[config.mk]
export PLATFORM = sky130hd
export DESIGN_NAME = food_map_ctrl_flat
export DESIGN_NICKNAME = d
export VERILOG_FILES = /design/src/rtl/food_map_pkg.sv /design/src/rtl/food_map_if.sv /design/src/rtl/food_popcount.sv /design/src/rtl/food_map_ctrl.sv /design/src/flat_wrapper.sv
export SDC_FILE = /design/constraint.sdc
export NUM_CORES = 1
export LEC_CHECK = 0
export CORE_ASPECT_RATIO = 0.8
export CORE_MARGIN = 2
export CORE_UTILIZATION = 49
export CTS_CLUSTER_DIAMETER = 100
export CTS_CLUSTER_SIZE = 20
export DETAILED_ROUTE_END_ITERATION = 8
export MAX_ROUTING_LAYER = met4
export PLACE_DENSITY = 0.81
export SLEW_MARGIN = 15
export SYNTH_ARGS = -nofsm -noshare
export SYNTH_HDL_FRONTEND = slang
export SYNTH_SLANG_ARGS = --single-unit
[constraint.sdc]
create_clock -name clk -period 9.7 [get_ports clk]
set_input_delay 1.94 -clock clk [delete_from_list [all_inputs] [get_ports clk]]
set_output_delay 1.94 -clock clk [all_outputs]
set_load 0.005 [all_outputs]
[src/rtl/food_map_pkg.sv]
// food_map_pkg -- shared constants and types for the food-map controller.
//   ROWS_DEF / COLS_DEF / ADDR_W_DEF : default map geometry
//   FOOD_W                           : width of the pellet counter
//   PELLET_SCORE                     : score awarded per pellet eaten
//   state_t                          : controller FSM encoding
package food_map_pkg;

  localparam int ROWS_DEF   = 64;
  localparam int COLS_DEF   = 80;
  localparam int ADDR_W_DEF = 6;
  localparam int FOOD_W     = 13;

  localparam logic [15:0] PELLET_SCORE = 16'd10;

  typedef enum logic [2:0] {
    IDLE     = 3'd0,
    EAT_RD   = 3'd1,
    EAT_WAIT = 3'd2,
    EAT_WR   = 3'd3,
    REFILL   = 3'd4
  } state_t;

endpackage

[src/rtl/food_map_if.sv]
// food_map_if -- memory-side bus of the food-map controller.
//   food_map BRAM : bram_en, bram_we, bram_addr, bram_din -> memory;
//                   bram_dout <- memory (1-cycle read latency)
//   pristine ROM  : rom_addr -> ROM; rom_data <- ROM (1-cycle latency)
//   master modport: the controller; slave modport: the memories.
interface food_map_if #(
  parameter int ADDR_W = food_map_pkg::ADDR_W_DEF,
  parameter int COLS   = food_map_pkg::COLS_DEF
) ();

  logic              bram_en;
  logic              bram_we;
  logic [ADDR_W-1:0] bram_addr;
  logic [COLS-1:0]   bram_din;
  logic [COLS-1:0]   bram_dout;
  logic [ADDR_W-1:0] rom_addr;
  logic [COLS-1:0]   rom_data;

  modport master (
    output bram_en, bram_we, bram_addr, bram_din, rom_addr,
    input  bram_dout, rom_data
  );

  modport slave (
    input  bram_en, bram_we, bram_addr, bram_din, rom_addr,
    output bram_dout, rom_data
  );

endinterface

[src/rtl/food_popcount.sv]
// food_popcount -- combinational population count of one food-map row.
//   bits  : COLS-bit row
//   count : number of set bits
module food_popcount
  import food_map_pkg::*;
#(
  parameter int COLS = COLS_DEF
) (
  input  logic [COLS-1:0]   bits,
  output logic [FOOD_W-1:0] count
);

  always_comb begin
    count = '0;
    for (int i = 0; i < COLS; i++) begin
      count = count + FOOD_W'(bits[i]);
    end
  end

endmodule

[src/rtl/food_map_ctrl.sv]
// food_map_ctrl -- owns the single-port food_map BRAM shared by the
// renderer, pacman's eat read-modify-write and the level refill.
//
// Ports
//   clk, rst          : clock, synchronous active-high reset
//   render_en/row     : renderer row read; always wins the BRAM
//   render_data/valid : row data, valid one cycle after render_en
//   eat_req/x/y       : eat request at (column x, row y)
//   eat_ack/eat_hit   : one-cycle completion pulse, hit flag with it
//   refill_start      : pulse, reload the map from the pristine ROM
//   busy              : refill in progress
//   mem               : food_map_if master (BRAM + ROM bus)
//   food_left         : remaining pellets
//   level_clear       : pulse when the last pellet is eaten
//   score             : (only with FOOD_SCORE_EN) running score
//   state_dbg         : current FSM state
//
// Eat handshake: the requester raises eat_req with eat_x/eat_y stable and
// holds all three until it sees eat_ack high; eat_hit is meaningful only
// while eat_ack is high. A request is never accepted in the cycle eat_ack
// is high, so a requester that drops eat_req on seeing the ack is not
// served twice.
//
// Optional feature: define FOOD_SCORE_EN to add the 16-bit score output.
module food_map_ctrl
  import food_map_pkg::*;
#(
  parameter int ROWS   = ROWS_DEF,
  parameter int COLS   = COLS_DEF,
  parameter int ADDR_W = ADDR_W_DEF
) (
  input  logic              clk,
  input  logic              rst,
  input  logic              render_en,
  input  logic [ADDR_W-1:0] render_row,
  output logic [COLS-1:0]   render_data,
  output logic              render_valid,
  input  logic              eat_req,
  input  logic [6:0]        eat_x,
  input  logic [ADDR_W-1:0] eat_y,
  output logic              eat_ack,
  output logic              eat_hit,
  input  logic              refill_start,
  output logic              busy,
  food_map_if.master        mem,
  output logic [FOOD_W-1:0] food_left,
  output logic              level_clear,
`ifdef FOOD_SCORE_EN
  output logic [15:0]       score,
`endif
  output state_t            state_dbg
);

  // Row counter must reach ROWS itself, hence one extra bit.
  localparam int CNT_W = ADDR_W + 1;

  state_t              state;
  state_t              state_nxt;
  logic                pend_q;
  logic [6:0]          x_q;
  logic [ADDR_W-1:0]   y_q;
  logic [COLS-1:0]     row_q;
  logic                ack_nxt;
  logic                hit_nxt;
  logic                eat_go;
  logic                x_oob;
  logic [COLS-1:0]     clr_mask;

  // Refill pipeline: stage 1 reads ROM row rd_idx, stage 2 writes wr_idx.
  logic [CNT_W-1:0]    rd_idx;
  logic                wr_vld;
  logic [ADDR_W-1:0]   wr_idx;
  logic [COLS-1:0]     hold_q;
  logic                hold_vld;
  logic [COLS-1:0]     wr_data;
  logic                fill_wr;
  logic                fill_rd;
  logic                fill_done;
  logic [FOOD_W-1:0]   acc_q;
  logic [FOOD_W-1:0]   row_cnt;

  food_popcount #(.COLS(COLS)) u_popcount (
    .bits  (wr_data),
    .count (row_cnt)
  );

  assign busy        = (state == REFILL);
  assign state_dbg   = state;
  assign render_data = mem.bram_dout;

  always_comb begin
    eat_go   = eat_req && !eat_ack;
    x_oob    = ({25'd0, eat_x} >= 32'(COLS));
    clr_mask = ~({{(COLS-1){1'b0}}, 1'b1} << x_q);
    // While a write is stalled the ROM has moved on; use the held copy.
    wr_data   = hold_vld ? hold_q : mem.rom_data;
    fill_wr   = (state == REFILL) && wr_vld && !render_en;
    fill_rd   = (state == REFILL) && (!wr_vld || fill_wr) && (rd_idx < CNT_W'(ROWS));
    fill_done = fill_wr && (rd_idx == CNT_W'(ROWS));
  end

  // Next-state and ack decode.
  always_comb begin
    state_nxt = state;
    ack_nxt   = 1'b0;
    hit_nxt   = 1'b0;
    case (state)
      IDLE: begin
        if (refill_start || pend_q) begin
          state_nxt = REFILL;
        end else if (eat_go) begin
          if (x_oob) ack_nxt = 1'b1;
          else       state_nxt = EAT_RD;
        end
      end
      EAT_RD: begin
        if (!render_en) state_nxt = EAT_WAIT;
      end
      EAT_WAIT: begin
        if (mem.bram_dout[x_q]) begin
          state_nxt = EAT_WR;
        end else begin
          state_nxt = IDLE;
          ack_nxt   = 1'b1;
        end
      end
      EAT_WR: begin
        if (!render_en) begin
          state_nxt = IDLE;
          ack_nxt   = 1'b1;
          hit_nxt   = 1'b1;
        end
      end
      REFILL: begin
        if (fill_done) state_nxt = IDLE;
      end
      default: state_nxt = IDLE;
    endcase
  end

  // BRAM port mux. The renderer overrides everything; rst gates the port
  // so an access in flight is dropped rather than committed.
  always_comb begin
    mem.bram_en   = 1'b0;
    mem.bram_we   = 1'b0;
    mem.bram_addr = render_row;
    mem.bram_din  = '0;
    mem.rom_addr  = rd_idx[ADDR_W-1:0];
    if (rst) begin
      mem.bram_en = 1'b0;
    end else if (render_en) begin
      mem.bram_en   = 1'b1;
      mem.bram_addr = render_row;
    end else begin
      case (state)
        EAT_RD: begin
          mem.bram_en   = 1'b1;
          mem.bram_addr = y_q;
        end
        EAT_WR: begin
          mem.bram_en   = 1'b1;
          mem.bram_we   = 1'b1;
          mem.bram_addr = y_q;
          mem.bram_din  = row_q & clr_mask;
        end
        REFILL: begin
          if (wr_vld) begin
            mem.bram_en   = 1'b1;
            mem.bram_we   = 1'b1;
            mem.bram_addr = wr_idx;
            mem.bram_din  = wr_data;
          end
        end
        default: mem.bram_en = 1'b0;
      endcase
    end
  end

  always_ff @(posedge clk) begin
    if (rst) begin
      state        <= IDLE;
      pend_q       <= 1'b0;
      eat_ack      <= 1'b0;
      eat_hit      <= 1'b0;
      level_clear  <= 1'b0;
      food_left    <= '0;
      render_valid <= 1'b0;
      rd_idx       <= '0;
      wr_vld       <= 1'b0;
      hold_vld     <= 1'b0;
      acc_q        <= '0;
    end else begin
      state        <= state_nxt;
      render_valid <= render_en;
      eat_ack      <= ack_nxt;
      eat_hit      <= hit_nxt;
      level_clear  <= 1'b0;

      // A refill requested mid-eat waits here until the eat is acked.
      if (state == IDLE) begin
        pend_q <= 1'b0;
      end else if (state != REFILL && refill_start) begin
        pend_q <= 1'b1;
      end

      if (state == IDLE && eat_go) begin
        x_q <= eat_x;
        y_q <= eat_y;
      end

      if (state == EAT_WAIT) row_q <= mem.bram_dout;

      if (hit_nxt) begin
        if (food_left != '0) food_left <= food_left - FOOD_W'(1);
        level_clear <= (food_left == FOOD_W'(1));
      end

      if (state == IDLE && state_nxt == REFILL) begin
        rd_idx   <= '0;
        wr_vld   <= 1'b0;
        hold_vld <= 1'b0;
        acc_q    <= '0;
      end else if (state == REFILL) begin
        if (fill_wr) acc_q <= acc_q + row_cnt;
        if (fill_rd) begin
          wr_vld   <= 1'b1;
          wr_idx   <= rd_idx[ADDR_W-1:0];
          rd_idx   <= rd_idx + CNT_W'(1);
          hold_vld <= 1'b0;
        end else if (fill_wr) begin
          wr_vld <= 1'b0;
        end else if (wr_vld && !hold_vld) begin
          // First stalled cycle: rom_data still belongs to wr_idx.
          hold_q   <= mem.rom_data;
          hold_vld <= 1'b1;
        end
        if (fill_done) food_left <= acc_q + row_cnt;
      end
    end
  end

`ifdef FOOD_SCORE_EN
  always_ff @(posedge clk) begin
    if (rst) begin
      score <= '0;
    end else if (refill_start && state != REFILL) begin
      score <= '0;
    end else if (hit_nxt) begin
      score <= (score > 16'hFFFF - PELLET_SCORE) ? 16'hFFFF : score + PELLET_SCORE;
    end
  end
`endif

endmodule

[src/flat_wrapper.sv]
// flat-port wrapper written by rule: the top's interface ports become plain ports
module food_map_ctrl_flat import food_map_pkg::*;
#(
  parameter int ROWS   = ROWS_DEF,
  parameter int COLS   = COLS_DEF,
  parameter int ADDR_W = ADDR_W_DEF
)
  (clk, rst, render_en, render_row, render_data, render_valid, eat_req, eat_x, eat_y, eat_ack, eat_hit, refill_start, busy, food_left, level_clear, state_dbg, mem_bram_en, mem_bram_we, mem_bram_addr, mem_bram_din, mem_rom_addr, mem_bram_dout, mem_rom_data);
  food_map_if #(.ADDR_W(ADDR_W), .COLS(COLS)) mem_i ();
  input  logic clk;
  input  logic rst;
  input  logic render_en;
  input  logic [ADDR_W-1:0] render_row;
  output logic [COLS-1:0] render_data;
  output logic render_valid;
  input  logic eat_req;
  input  logic [6:0] eat_x;
  input  logic [ADDR_W-1:0] eat_y;
  output logic eat_ack;
  output logic eat_hit;
  input  logic refill_start;
  output logic busy;
  output logic [FOOD_W-1:0] food_left;
  output logic level_clear;
  output state_t state_dbg;
  output wire logic [$bits(mem_i.bram_en)-1:0] mem_bram_en;
  output wire logic [$bits(mem_i.bram_we)-1:0] mem_bram_we;
  output wire logic [$bits(mem_i.bram_addr)-1:0] mem_bram_addr;
  output wire logic [$bits(mem_i.bram_din)-1:0] mem_bram_din;
  output wire logic [$bits(mem_i.rom_addr)-1:0] mem_rom_addr;
  input wire logic [$bits(mem_i.bram_dout)-1:0] mem_bram_dout;
  input wire logic [$bits(mem_i.rom_data)-1:0] mem_rom_data;
  assign mem_bram_en = mem_i.bram_en;
  assign mem_bram_we = mem_i.bram_we;
  assign mem_bram_addr = mem_i.bram_addr;
  assign mem_bram_din = mem_i.bram_din;
  assign mem_rom_addr = mem_i.rom_addr;
  assign mem_i.bram_dout = mem_bram_dout;
  assign mem_i.rom_data = mem_rom_data;
  food_map_ctrl #(.ROWS(ROWS), .COLS(COLS), .ADDR_W(ADDR_W)) u_core (.clk(clk), .rst(rst), .render_en(render_en), .render_row(render_row), .render_data(render_data), .render_valid(render_valid), .eat_req(eat_req), .eat_x(eat_x), .eat_y(eat_y), .eat_ack(eat_ack), .eat_hit(eat_hit), .refill_start(refill_start), .busy(busy), .mem(mem_i), .food_left(food_left), .level_clear(level_clear), .state_dbg(state_dbg));
endmodule
# Word level (Yosys, flattened, before mapping)
# Cells that the tools add are included.
classes:
  n_addsub: 82
  n_lt_le_gt_ge: 3
  eq_ne: 9
  n_shift: 1
  mux: 43
  n_bitwise: 7
  n_reduce_logical: 32
op_table:
  columns: ["operator", "count"]
  rows:
  - ["13-bit by 1-bit adder with 13-bit output", 67]
  - ["80-bit 2-to-1 mux", 4]
  - ["80-bit one-hot mux with 2 select lines", 1]
  - ["80-bit AND", 1]
  - ["80-bit inverter", 1]
  - ["1-bit by 7-bit left shift with 80-bit output (first input constant)", 1]
  - ["13-bit 2-to-1 mux", 5]
  - ["3-bit 2-to-1 mux", 6]
  - ["6-bit 2-to-1 mux", 3]
  - ["1-bit 2-to-1 mux", 17]
  - ["3-bit one-hot mux with 5 select lines", 1]
  - ["12-bit by 1-bit adder with 13-bit output", 1]
  - ["13-bit adder", 1]
  - ["13-bit by 1-bit == test with 1-bit output (second input constant)", 1]
  - ["13-bit nonzero test", 1]
  - ["13-bit by 1-bit subtractor with 13-bit output (second input constant)", 1]
  - ["11-bit by 1-bit adder with 12-bit output", 1]
  - ["6-bit one-hot mux with 2 select lines", 1]
  - ["10-bit by 1-bit adder with 11-bit output", 1]
  - ["9-bit by 1-bit adder with 10-bit output", 1]
  - ["1-bit logical AND", 10]
  - ["2-bit AND reduction", 5]
  - ["8-bit by 1-bit adder with 9-bit output", 1]
  - ["7-bit by 1-bit adder with 8-bit output", 1]
  - ["other kinds (29)", 44]
totals:
  register_bits: 222
  out_inout_bits: 195
  word_cells: 193

# Longest topological paths before layout
depth:
  word_depth: 84
  mapped_depth: 25
  ltp_nobuf: 23

# By module
# From an unflattened synthesis, not the netlist that was laid out.
unflattened:
  cells_unflattened: 1284
  hier_area_um2: 14084.8
by_module_without_submodules:
  columns: ["mod", "n_inst", "cells_per_inst", "area_each_um2", "seq_area_each_um2"]
  rows:
  - ["food_map_ctrl", 1, 1065, 11915.2, 6236.0]
  - ["food_popcount", 1, 219, 2169.6, 0.0]

# Worst setup path after synthesis
# Ideal clock, no wire load.
synth_path:
  path_type: "input to register"
  startpoint: "input refill_start"
  endpoint: "register u_core.hold_q[0] (enable)"
  arrival_time_ns: 8.158
  slack_ns: 0.926
  stages: 4
  cell_sequence: "or2_2 a21o_1 clkbuf_1 nor3_1"
synth_between:
  elab_chain_cells: 7
synth_lines:
  columns: ["item", "line_no", "source"]
  rows:
  - ["start: declaration", "flat_wrapper.sv:21", "input logic refill_start;"]
  - ["1-bit logical OR", "food_map_ctrl.sv:109", "if (refill_start || pend_q) begin"]
  - ["3-bit 2-to-1 mux", "food_map_ctrl.sv:109", null]
  - ["3-bit one-hot mux with 5 select lines", "food_map_ctrl.sv:107", "case (state)"]
  - ["3-bit == test", "food_map_ctrl.sv:218", "if (state == IDLE && state_nxt == REFILL) begin"]
  - ["1-bit logical AND", "food_map_ctrl.sv:218", null]
  - ["1-bit inverter (no source line)", null, null]
  - ["6-bit AND reduction (no source line)", null, null]
  - ["end signal: assignment", "food_map_ctrl.sv:234", "hold_q <= mem.rom_data;"]
  - ["end: declaration", "food_map_ctrl.sv:73", "logic [COLS-1:0] hold_q;"]
# No other way between the ends.
# A chain may end at the register's enable or synchronous reset.

# Worst setup path after layout
layout_path:
  startpoint: "input mem_rom_data[64]"
  endpoint: "register u_core.food_left[10]"
layout_between:
  elab_chain_cells: 21
layout_lines:
  columns: ["item", "line_no", "source"]
  rows:
  - ["start: declaration", "flat_wrapper.sv:32", "input wire logic [$bits(mem_i.rom_data)-1:0] mem_rom_data;"]
  - ["80-bit 2-to-1 mux", "food_map_ctrl.sv:96", "wr_data = hold_vld ? hold_q : mem.rom_data;"]
  - ["13-bit by 1-bit adder with 13-bit output (16 in a row)", "food_popcount.sv:16", "count = count + FOOD_W'(bits[i]);"]
  - ["13-bit adder", "food_map_ctrl.sv:237", "if (fill_done) food_left <= acc_q + row_cnt;"]
  - ["13-bit 2-to-1 mux", "food_map_ctrl.sv:237", null]
  - ["13-bit 2-to-1 mux", "food_map_ctrl.sv:223", "end else if (state == REFILL) begin"]
  - ["13-bit 2-to-1 mux", "food_map_ctrl.sv:218", null]
  - ["end signal: assignment", "food_map_ctrl.sv:214", "if (food_left != '0) food_left <= food_left - FOOD_W'(1);"]
  - ["end signal: assignment", "food_map_ctrl.sv:237", null]
  - ["end: declaration", "food_map_ctrl.sv:46", "output logic [FOOD_W-1:0] food_left,"]
# No other way between the ends.

==> impl_results.md <==
- Outcome: finished, final reports clean
- Leakage: 5.92 nW
- Final Instance Count excl. Fillers: 1831
- Post-DP HPWL: 36.8 mm
- Placed instance count: 1800
- Worst r2r dst: u_core.food_left[10]
- Worst Path Arrival: 9400 ps
- WHS Endpoint: u_core.acc_q[5]
- Clock Pin Slew Worst Setup and Hold Paths: ~90 ps
- Period utilization: 0.930
- Largest net degree at the start of global routing: 84
- Fin area: 0.0176 mm2
- Post-synth EDFFs: 179
- Worst slew pin tran: roughly 1100 ps
- First-pass GRT wire length: ~67 mm
- Critical path class: in2reg
- Post-CTS Repair Setup Buffers: 0
- Top delay family on crit path: adder cells
- Most common cell on crit path: fa_1
- Mean Syn Cell Area: 11.5 um2
- # H-tree levels: 1
- Worst R2R Setup Slack: 1450 ps
- Hold Crit Depth: 2
- Final TNS setup: 0 ps
- FF-to-FF Start: u_core.hold_vld
- Post-Syn Instances: 1205
- Initial Util: 0.502
- Final min period: 9030 ps
- Antenna Nets Post-Route: 0
- Vias: around 11000
- Ys flop type: edfxtp_1
- Die Ht: 154 um
- CP max-delay cell: fa_1
- Post-synthesis cell type count: slightly above 60
- Area Growth Syn to Fin: 27.9%
- TritonCTS buffer count: 15
- Fraction of layout cells with a size suffix above 1: 0.0677
- Number of I/O pins: about 380
- CP Cell Sequence: clkdlybuf4s50_1 -> mux2_2 -> fa_1 -> inv_1 -> fa_1 -> inv_1 -> fa_1 -> fa_1 -> inv_1 -> fa_1 -> fa_1 -> fa_1 -> inv_1 -> fa_1 -> fa_1 -> fa_1 -> a21o_1 -> a21oi_1 -> o21bai_1 -> a41oi_1 -> xor2_1 -> a211oi_1
- Worst Clk Skew: 23.6 ps
- Total power: 5.29 mW
- Dpl ws: 229 ps
- Fin util: 0.642
- DRC: 0
- Final setup viols: 0
- RSZ-0062 raised after global routing: false
- Final Wtd Congestion: between 0.9 and 1
- Overall Global Routing Usage: 0.318
- Num rows: between 50 and 60
- CTS tree: yes
- Pwr/cell area: 300 mW/mm2
- CTS Hold Buffers Added: 0
- Hold Crit Start: u_core.acc_q[5]
- Fmax: 111 MHz
- Longest Clk Path Bufs: 3
- Die Wd: 192 um
- Number of global-route vias before repair: around 11000
- Critical Path Fanout Max: 5
- Slew Viols, Final: 0
- CP endpoint kind: flop
- Yosys warnings: 0
- Root Driver: clkbuf_16
- Synth area leaders: edfxtp_1 (39%), fa_1 (10%), dfxtp_1 (6.2%)
- Worst hold path class: reg2reg
- Most frequent cells in the layout: clkdlybuf4s50_1 (378), edfxtp_1 (179), a21oi_1 (98)
- Final hold slack: 473 ps
- Asr flop ratio synth: 0
- Max stage delay on crit path: ~570 ps
- Core Area: 0.0275 mm2
- CTS Sinks: roughly 220
- Die area: 0.0295 mm2
- Vias per cell: roughly 5.9
- Layout net count: 1742
- TritonRoute pass-1 iters: 6
- Share of the synthesized area in the top cell type: 0.389
- Total grt overflow: 0
- Final worst slack: 674 ps
- Synthesized flop and latch total: between 200 and 250
- Max_cap viols: 0
- Worst IR drop on VDD: 609 uV
- Yosys top cell by area: edfxtp_1
- Synthesized Nets: 1494
- R2R cell count: 21
- Worst EP required: about 10000 ps
- Relative slew margins: 0.275
- Syn Std Cell Area: around 0.014 mm2
- Buffer and inverter count on the worst path: 5
- PortBufs: 378
- Most common cell after layout, fill and taps aside: clkdlybuf4s50_1
- Worst-Skew Late Latency: 500 ps
- Initial DRC Count: 1422
- Routed len/inst: between 20 and 30 um
- Post-Route WL: 46.3 mm
- Post_cts resized: 0
- Area after DPL: around 0.017 mm2
- Startpoint types: input port
- Initial antenna violation count: 5
- Seq/Total Area, Yosys: 0.452
- Count of final hold-check violations: 0
power by group:
part	internal, mW	leakage, nW	switching (mW)
logic	1.41	3.75	2.19
registers	1.04	1.97	0.0123
clock network	0.299	0.210	0.336
how the worst max path moves through the flow:
stage | from | to | slack (ps) | cells after the start
CTS | mem_rom_data[64] | u_core.food_left[10] | 720 | 22
finish | mem_rom_data[64] | u_core.food_left[10] | 670 | 22
global route | mem_rom_data[64] | u_core.food_left[10] | 440 | 22
global placement | mem_rom_data[70] | u_core.food_left[10] | 490 | 22
detailed placement | mem_rom_data[64] | u_core.food_left[10] | 230 | 22
floorplan | refill_start | u_core.hold_q[0] | 930 | 4
cells in the mapped netlist, drive strengths merged, types with 2 or more instances:
cell     number
nor2         47
nor2b        11
mux2         49
or3          10
dfxtp        43
nand2        93
clkbuf       46
xor2         21
inv          79
mux2i        47
nor3         13
o21a          2
buf         109
fa           72
o21ai        16
nand2b       39
a211oi       13
a2111oi       3
a21oi        98
or2           2
nand4         2
and2          5
nand3        13
nor4          5
ha           33
o22ai         4
o2111ai       4
edfxtp      179
xnor2         8
a22oi        11
mux4         15
a21o          3
nor3b         2
o211ai       82
a31oi         3
o21bai        3
nand3b        4
cell type report:
type                       instances  area (um2)
inverter                          79         297
tap                              364         455
sequential                       222        6240
antenna                            5        12.5
clock inverter                     2        28.8
fill                            2104        9850
clock buffer                      24         409
multi-input combinational        749        6360
timing repair buffer             386        3840
sequential cells by signal, summed over array words and instances (netlist names), 3 cells and up:
signal and cells:
u_core.rd_idx 7, u_core.y_q 6, u_core.food_left 13, u_core.wr_idx 6, u_core.hold_q 80, u_core.x_q 7
u_core.acc_q 13, u_core.state_dbg 3, u_core.row_q 80
worst register-to-register path: cells and delay by family (launching register included):
| family | cells | cell delay, ps |
|---|---|---|
| multiplexers | 1 | 510 |
| XOR/XNOR | 1 | 130 |
| buffers and inverters | 4 | 250 |
| adder cells (fa/ha/maj) | 10 | 5050 |
| flip-flops | 1 | 900 |
| AO/OA/AOI/OAI | 5 | 1290 |
metal layers:
metal | GRT usage | vias to the layer above | share of wire | wire length (um)
li1 | - | 4753 | - | -
met1 | 0.435 | 5275 | 0.41 | 18900
met2 | 0.472 | 688 | 0.46 | 21100
met3 | 0.0749 | 87 | 0.10 | 4780
met4 | 0.0952 | 0 | 0.033 | 1540
met5 | - | - | 0 | 0
logic make-up after synthesis:
group / count (synthesis) / share of synthesized area
simple gates: 252 / 0.0885
flops: 222 / 0.452
xor+xnor: 29 / 0.0184
fa+ha+maj: 105 / 0.134
buf+inv: 234 / 0.0895
compound gates: 252 / 0.118
mux: 111 / 0.0993
(Power assumes the default switching activity.)
